File: src/rtl/gate_boy_pkg.sv
// Shared types for the IDU scheduler: IDU op encoding, data width and
// scheduler FSM states.
package gate_boy_pkg;

   localparam int DATA_WIDTH = 8;
   localparam int IDU_WIDTH  = 2 * DATA_WIDTH;

   typedef enum logic [1:0] {
      IDU_NOP = 2'd0,
      INC16   = 2'd1,
      DEC16   = 2'd2
   } idu_ops_t;

   typedef enum logic [1:0] {
      IDLE    = 2'd0,
      ISSUE   = 2'd1,
      CAPTURE = 2'd2,
      RESP    = 2'd3
   } idu_sched_state_t;

endpackage

File: src/rtl/idu_rr_arbiter.sv
// Combinational requester picker: round-robin from rr_ptr with wrap, or
// lowest valid index when RR_EN=0.
module idu_rr_arbiter #(
   parameter int NUM_REQ = 4,
   parameter bit RR_EN   = 1'b1
) (
   input  logic [NUM_REQ-1:0]         valid,
   input  logic [$clog2(NUM_REQ)-1:0] rr_ptr,
   output logic [NUM_REQ-1:0]         winner,
   output logic [$clog2(NUM_REQ)-1:0] win_idx,
   output logic                       any_valid
);

   localparam int IW = $clog2(NUM_REQ);

   always_comb begin
      int unsigned base;
      int unsigned j;
      winner    = '0;
      win_idx   = '0;
      any_valid = 1'b0;
      base      = RR_EN ? int'(rr_ptr) : 0;
      j         = 0;
      for (int k = 0; k < NUM_REQ; k++) begin
         j = base + k;
         if (j >= NUM_REQ) j = j - NUM_REQ;
         if (!any_valid && valid[j]) begin
            any_valid = 1'b1;
            winner[j] = 1'b1;
            win_idx   = IW'(j);
         end
      end
   end

endmodule

File: src/rtl/idu_scheduler.sv
// Time-shares the single 16-bit IDU between NUM_REQ requesters: arbitrate,
// hold the op for one M-cycle capture, then return result with a done pulse.
module idu_scheduler
   import gate_boy_pkg::*;
#(
   parameter int NUM_REQ = 4,
   parameter bit RR_EN   = 1'b1
) (
   input  logic                        clk,
   input  logic                        rst_n,
   input  logic                        m_tick,
   input  logic [NUM_REQ-1:0]          req,
   input  idu_ops_t [NUM_REQ-1:0]      req_op,
   input  logic [NUM_REQ-1:0][15:0]    req_operand,
   output logic [NUM_REQ-1:0]          gnt,
   output logic [NUM_REQ-1:0]          done,
   output logic [15:0]                 result,
   output logic                        busy,
   output idu_ops_t                    idu_opcode,
   output logic [15:0]                 idu_operand,
   input  logic [15:0]                 idu_result
);

   localparam int IW = $clog2(NUM_REQ);

   idu_sched_state_t   state_q, state_d;
   logic [NUM_REQ-1:0] valid;
   logic [NUM_REQ-1:0] winner;
   logic [IW-1:0]      win_idx;
   logic               any_valid;
   logic [IW-1:0]      rr_ptr;
   logic [IW-1:0]      idx_q;
   idu_ops_t           op_q;
   logic [15:0]        opnd_q;

   // An IDU_NOP op is treated exactly like a dropped request.
   always_comb begin
      valid = '0;
      for (int i = 0; i < NUM_REQ; i++)
         valid[i] = req[i] && (req_op[i] != IDU_NOP);
   end

   idu_rr_arbiter #(
      .NUM_REQ (NUM_REQ),
      .RR_EN   (RR_EN)
   ) u_arb (
      .valid     (valid),
      .rr_ptr    (rr_ptr),
      .winner    (winner),
      .win_idx   (win_idx),
      .any_valid (any_valid)
   );

   always_comb begin
      state_d = state_q;
      case (state_q)
         IDLE:    if (any_valid) state_d = ISSUE;
         ISSUE:   if (m_tick)    state_d = CAPTURE;
         CAPTURE: state_d = RESP;
         RESP:    state_d = IDLE;
         default: state_d = IDLE;
      endcase
   end

   always_ff @(posedge clk or negedge rst_n) begin
      if (!rst_n) begin
         state_q <= IDLE;
         gnt     <= '0;
         done    <= '0;
         result  <= '0;
         rr_ptr  <= '0;
         idx_q   <= '0;
         op_q    <= IDU_NOP;
         opnd_q  <= '0;
      end else begin
         state_q <= state_d;
         gnt     <= '0;
         done    <= '0;
         case (state_q)
            IDLE: if (any_valid) begin
               idx_q  <= win_idx;
               op_q   <= req_op[win_idx];
               opnd_q <= req_operand[win_idx];
               gnt    <= winner;
            end
            CAPTURE: begin
               result       <= idu_result;
               done[idx_q]  <= 1'b1;
            end
            RESP: if (RR_EN)
               rr_ptr <= (idx_q == IW'(NUM_REQ - 1)) ? '0 : idx_q + 1'b1;
            default: ;
         endcase
      end
   end

   // IDU inputs are idle-clean outside ISSUE so a stray m_tick captures nothing useful.
   assign idu_opcode  = (state_q == ISSUE) ? op_q   : IDU_NOP;
   assign idu_operand = (state_q == ISSUE) ? opnd_q : 16'h0000;
   assign busy        = (state_q != IDLE);

endmodule

File: config.mk
export PLATFORM = sky130hd
export DESIGN_NAME = idu_scheduler
export DESIGN_NICKNAME = d
export VERILOG_FILES = /design/src/rtl/gate_boy_pkg.sv /design/src/rtl/idu_rr_arbiter.sv /design/src/rtl/idu_scheduler.sv
export SDC_FILE = /design/constraint.sdc
export NUM_CORES = 1
export LEC_CHECK = 0
export BUFFER_PORTS_ARGS = -buffer_cell sky130_fd_sc_hd__buf_2
export CAP_MARGIN = 5
export CORE_MARGIN = 2
export CORE_UTILIZATION = 53
export CTS_BUF_LIST = sky130_fd_sc_hd__clkbuf_4
export DETAILED_ROUTE_END_ITERATION = 8
export PLACE_DENSITY = 0.87
export SLEW_MARGIN = 20
export SYNTH_ARGS = -nofsm -noshare
export SYNTH_HDL_FRONTEND = slang
export SYNTH_SLANG_ARGS = --single-unit
File: constraint.sdc
create_clock -name clk -period 4 [get_ports clk]
set_clock_uncertainty 0.05 [all_clocks]
set_input_delay 0.6 -clock clk [delete_from_list [all_inputs] [get_ports clk]]
set_output_delay 0.6 -clock clk [all_outputs]
set_load 0.01 [all_outputs]
# [Word level (Yosys, flattened, before mapping)]
# Index checks and enable logic that the tools add are counted.
[op_classes] n_addsub=8 n_mul=0 div=0 n_lt_le_gt_ge=15 eq_ne=6 n_shift=0 n_mux=47 bitwise=3 reduce_logical=23
[op_table] op="$ge A32 B1 Y1 const B" count=4
[op_table] op="$lt A32 B3 Y1 const B" count=4
[op_table] op="$mux W32" count=4
[op_table] op="$ge A32 B3 Y1 const B" count=3
[op_table] op="$sub A32 B3 Y32 const B" count=3
[op_table] op="$bmux W16 S2" count=1
[op_table] op="$mux W16" count=2
[op_table] op="$mux W4" count=7
[op_table] op="$mux W2" count=9
[op_table] op="$mux W1" count=13
[op_table] op="$logic_and A1 B1 Y1" count=12
[op_table] op="$or A4 B4 Y4" count=3
[op_table] op="$demux W1 S2" count=5
[op_table] op="$reduce_bool A2 Y1" count=5
[op_table] op="$bmux W1 S2" count=4
[op_table] op="$pmux W2 S4" count=1
[op_table] op="$add A2 B2 Y3 const B" count=2
[op_table] op="$eq A2 B2 Y1 const B" count=3
[op_table] op="$lt A2 B3 Y1 const B" count=2
[op_table] op="$bmux W2 S2" count=1
[op_table] op="$ne A2 B2 Y1 const B" count=2
[op_table] op="$reduce_and A2 Y1" count=2
[op_table] op="$sub A2 B3 Y4 const B" count=1
[op_table] op="$add A2 B1 Y3 const B" count=1
[op_table] op="other kinds (6)" count=8
[totals] ff_bits=48 latch_bits=0 ram_bits=0 mem_bits_ro=0 input_bits=95 output_inout_bits=43 elab_cells=110 mem_count=0

# [Longest topological paths before layout]
[logic_depth] ltp_word=16 ltp_mapped=10

# [Modules after synthesis]
# A second synthesis with hierarchy kept.
[hier_totals] cells_unflattened=255 hier_area_um2=2994.1
[by_module_without_submodules] module="idu_scheduler" instances=1 cells_per_inst=207 area_per_inst_um2=2534.9 seq_area_each_um2=1201.2
[by_module_without_submodules] module="idu_rr_arbiter" instances=1 cells_per_inst=48 area_per_inst_um2=459.2 seq_area_each_um2=0.0

# [Worst setup path before layout]
# Ideal clock, no wire load.
[synth_path] kind="register to register" startpoint="register rr_ptr[0]" endpoint="register opnd_q[12]" setup_time_ns=0.123 arrival_time_ns=2.430 required_ns=3.827 path_slack_ns=1.397 stages_incl_launch_ff=10 n_path_buf=2 period_less_slack_ns=2.603 cell_sequence="dfrtp_1 buf_6 inv_6 ha_1 mux4_2 o21ai_4 a22oi_4 buf_6 mux2_4 o221a_1"
[synth_via] elab_chain_len=16 elab_cells_between_ends=40
[synth_lines] item="start: declaration" line="idu_scheduler.sv:31" text="logic [IW-1:0] rr_ptr;"
[synth_lines] item="start signal: assignment" line="idu_scheduler.sv:91" text="rr_ptr <= (idx_q == IW'(NUM_REQ - 1)) ? '0 : idx_q + 1'b1;"
[synth_lines] item="parallel branches: the longest is 16 deep, another holds $sub A32 B3 Y32"
[synth_lines] item="end signal: assignment" line="idu_scheduler.sv:83" text="opnd_q <= req_operand[win_idx];"
[synth_lines] item="end: declaration" line="idu_scheduler.sv:34" text="logic [15:0] opnd_q;"
# Parallel ways; which one is timed is not known. The select of a mux whose other input is x is not followed.
# A chain may end at the register's enable or synchronous reset.

# [Worst setup path in the final report]
[layout_path] startpoint="register rr_ptr[0]" endpoint="register opnd_q[3]"
# The elaborated chain is that of the path after synthesis.

==> impl_metrics.tcl <==
set metrics [dict create \
    drtPass1Iterations 4 \
    synthDistinctLibCells 40 \
    post_drt_via_cell_ratio 5.560 \
    path_buf_inv 2 \
    cts_root_buf "clkbuf_4" \
    synth_warnings 0 \
    maxSlewViolCount 0 \
    synthArstFlopShare_pct 100.0 \
    required_ns 4.19 \
    syn2layout_area_growth_pct 25.81 \
    syn_area_um2 3025 \
    status "finished clean" \
    clk_latency_ns 0.37 \
    r2r_end "opnd_q[3]" \
    r2r_slack_ns 0.64 \
    synth-edff-count 0 \
    vias 2602 \
    ir_worst_vdd_mv 0.3744 \
    grt_max_degree 49 \
    gp_congestion 0.8730 \
    cp_num_cells 8 \
    crit_family "flip-flops" \
    cts_setup_buffers 0 \
    clock_sinks 48 \
    synth.ff_latch_count 48 \
    layout-drive-gt1-share_pct 45.96 \
    power.density_nw_per_um2 759.0 \
    finalCriticalPeriod_ns 3.358 \
    place_inst 460 \
    power_mw 2.889 \
    synth_area_leaders "dfrtp_1, mux2i_1, mux2_2" \
    fin_tns_setup_ns 0 \
    worst-setup-path-type "reg -> reg" \
    path_cells "inv_6 -> ha_1 -> mux4_2 -> o21ai_4 -> a22oi_4 -> buf_4 -> mux2i_1 -> o221ai_1" \
    antenna_left 0 \
    max_freq_ghz 0.2978 \
    reg2regPathDepth 8 \
    crit_fanout 24 \
    drt_iter0_drc 143 \
    utilization_pct 69.12 \
    core_um2 5507 \
    grt_pass1_vias 2643 \
    portBuffers 137 \
    final_hold_viol_count 0 \
    grt_first_pass_wirelength_um 11780 \
    initial_utilization_pct 54.94 \
    cp-endpoint "opnd_q[3]" \
    finalSetupViolCount 0 \
    drc 0 \
    final_common_cell "buf_2" \
    die-area_um2 6329 \
    synth_seq_area_share_pct 39.70 \
    end_kind "flip-flop" \
    synth_top_area_share_pct 39.70 \
    cts_hold_buf 0 \
    slew_headroom_pct 39.23 \
    final-instance-count-excl-fill 468 \
    ys.flop_type "dfrtp_1" \
    die_y_um 79.56 \
    row_count 27 \
    die_w_um 79.56 \
    pin_count 138 \
    layout_common_cells "buf_2, dfrtp_1, mux2i_1" \
    cts_buffers 5 \
    crit_arrival_ns 3.54 \
    grt_usage_pct 23.74 \
    cap_viol_max_count 0 \
    overflow 0 \
    crit_slowest_cell "dfrtp_1" \
    cts_max_level 2 \
    fin_crit_sh_pct 83.95 \
    grt_antenna_before_repair 0 \
    synth_top_cell_by_area "dfrtp_1" \
    ctsResizeCount 0 \
    clk_path_buf_depth 2 \
    tightest_slew_ns 0.9116 \
    p_leak_nw 1.996 \
    syn_inst 262 \
    path_clk_slew_ns 0.15 \
    wl_per_cell_um 15.60 \
    avgSynthCellArea_um2 11.55 \
    rsz0062_at_grt "false" \
    slowest_delay_ns 0.80 \
    antenna_cells 0 \
    synth_nets 373 \
    wirelength_um 7300 \
    cts_tree "built" \
    start_kind "flip-flop" \
    cp-startpoint "rr_ptr[0]" \
    r2r_start "rr_ptr[0]" \
    n_fill_cell 433 \
    dp_hpwl_um 5529 \
    finalNetCount 506 \
    hold_path_class "in -> async" \
]
[cell usage after synthesis, types with 2 or more instances]
library cell,n
buf_6,6
a211oi_1,2
buf_2,2
a22o_1,4
o21ai_0,5
dfrtp_1,48
mux2i_1,31
o221ai_1,13
a21oi_1,6
o221a_1,5
o21ai_1,5
nand2b_1,5
mux4_2,5
nand2_1,22
mux2_4,2
ha_1,16
nor2_1,5
inv_1,6
mux2_2,24
and2_1,22
clkbuf_1,5
nand3_1,2
o21a_1,4
[per-stage QoR]
stage               hold WS, ns  area [um^2]  worst slack (ns)
finish                   0.1726         3806            0.6422
global route             0.2027         3806            0.4002
CTS                      0.3761         3804            0.6544
detailed placement       0.4196         3720            0.6504
global placement         0.4131         3720            0.8334
floorplan                0.2544         3025             1.397
[report_power, final]
| group | internal [mW] | total (mW) | switching [mW] |
|---|---|---|---|
| Combinational | 0.826 | 1.74 | 0.911 |
| Sequential | 0.715 | 0.857 | 0.141 |
| Clock | 0.134 | 0.295 | 0.162 |
[final cells by class]
class,count,area [um^2],share of cell area (%)
clock inverters,3,46.29,1.216
multi-input cells,194,1697,44.58
clock buffers,5,37.54,0.9862
well taps,72,90.09,2.367
repair buffers,139,703.2,18.47
flip-flops and latches,48,1201,31.56
inverters,7,31.28,0.8218
[cells by family (layout without fill, tap and decap cells)]
family / count (synthesis) / count (layout) / share of synthesized area (%)
fa+ha+maj: 16 / 16 / 6.617
simple gates: 59 / 59 / 9.885
mux: 63 / 63 / 24.77
compound gates: 55 / 55 / 14.52
flops: 48 / 48 / 39.70
buf+inv: 20 / 154 / 4.218
xor+xnor: 1 / 1 / 0.2895
[sequential cells by signal, indices dropped and copies added (netlist names)]
register,cells
done,4
gnt,4
idx_q,2
op_q,2
opnd_q,16
result,16
rr_ptr,2
state_q,2
[worst min-delay path by stage]
stage | end | from
finish | state_q[0] | rst_n
global route | result[8] | rst_n
CTS | done[0] | rst_n
detailed placement | opnd_q[6] | opnd_q[6]
global placement | opnd_q[8] | opnd_q[8]
floorplan | done[0] | rst_n
[worst reg2reg max path, stage by stage (launching register included)]
cell	delay [ns]
dfrtp_1	0.80
inv_6	0.13
ha_1	0.47
mux4_2	0.34
o21ai_4	0.09
a22oi_4	0.49
buf_4	0.46
mux2i_1	0.27
o221ai_1	0.14
[routing by layer]
layer	track usage (%)	share of wire, %
met5	0	0
met4	7.414	1.6
met3	5.090	7.3
met2	44.37	51
met1	26.70	40
No activity file was read; power rests on OpenSTA's default activity.
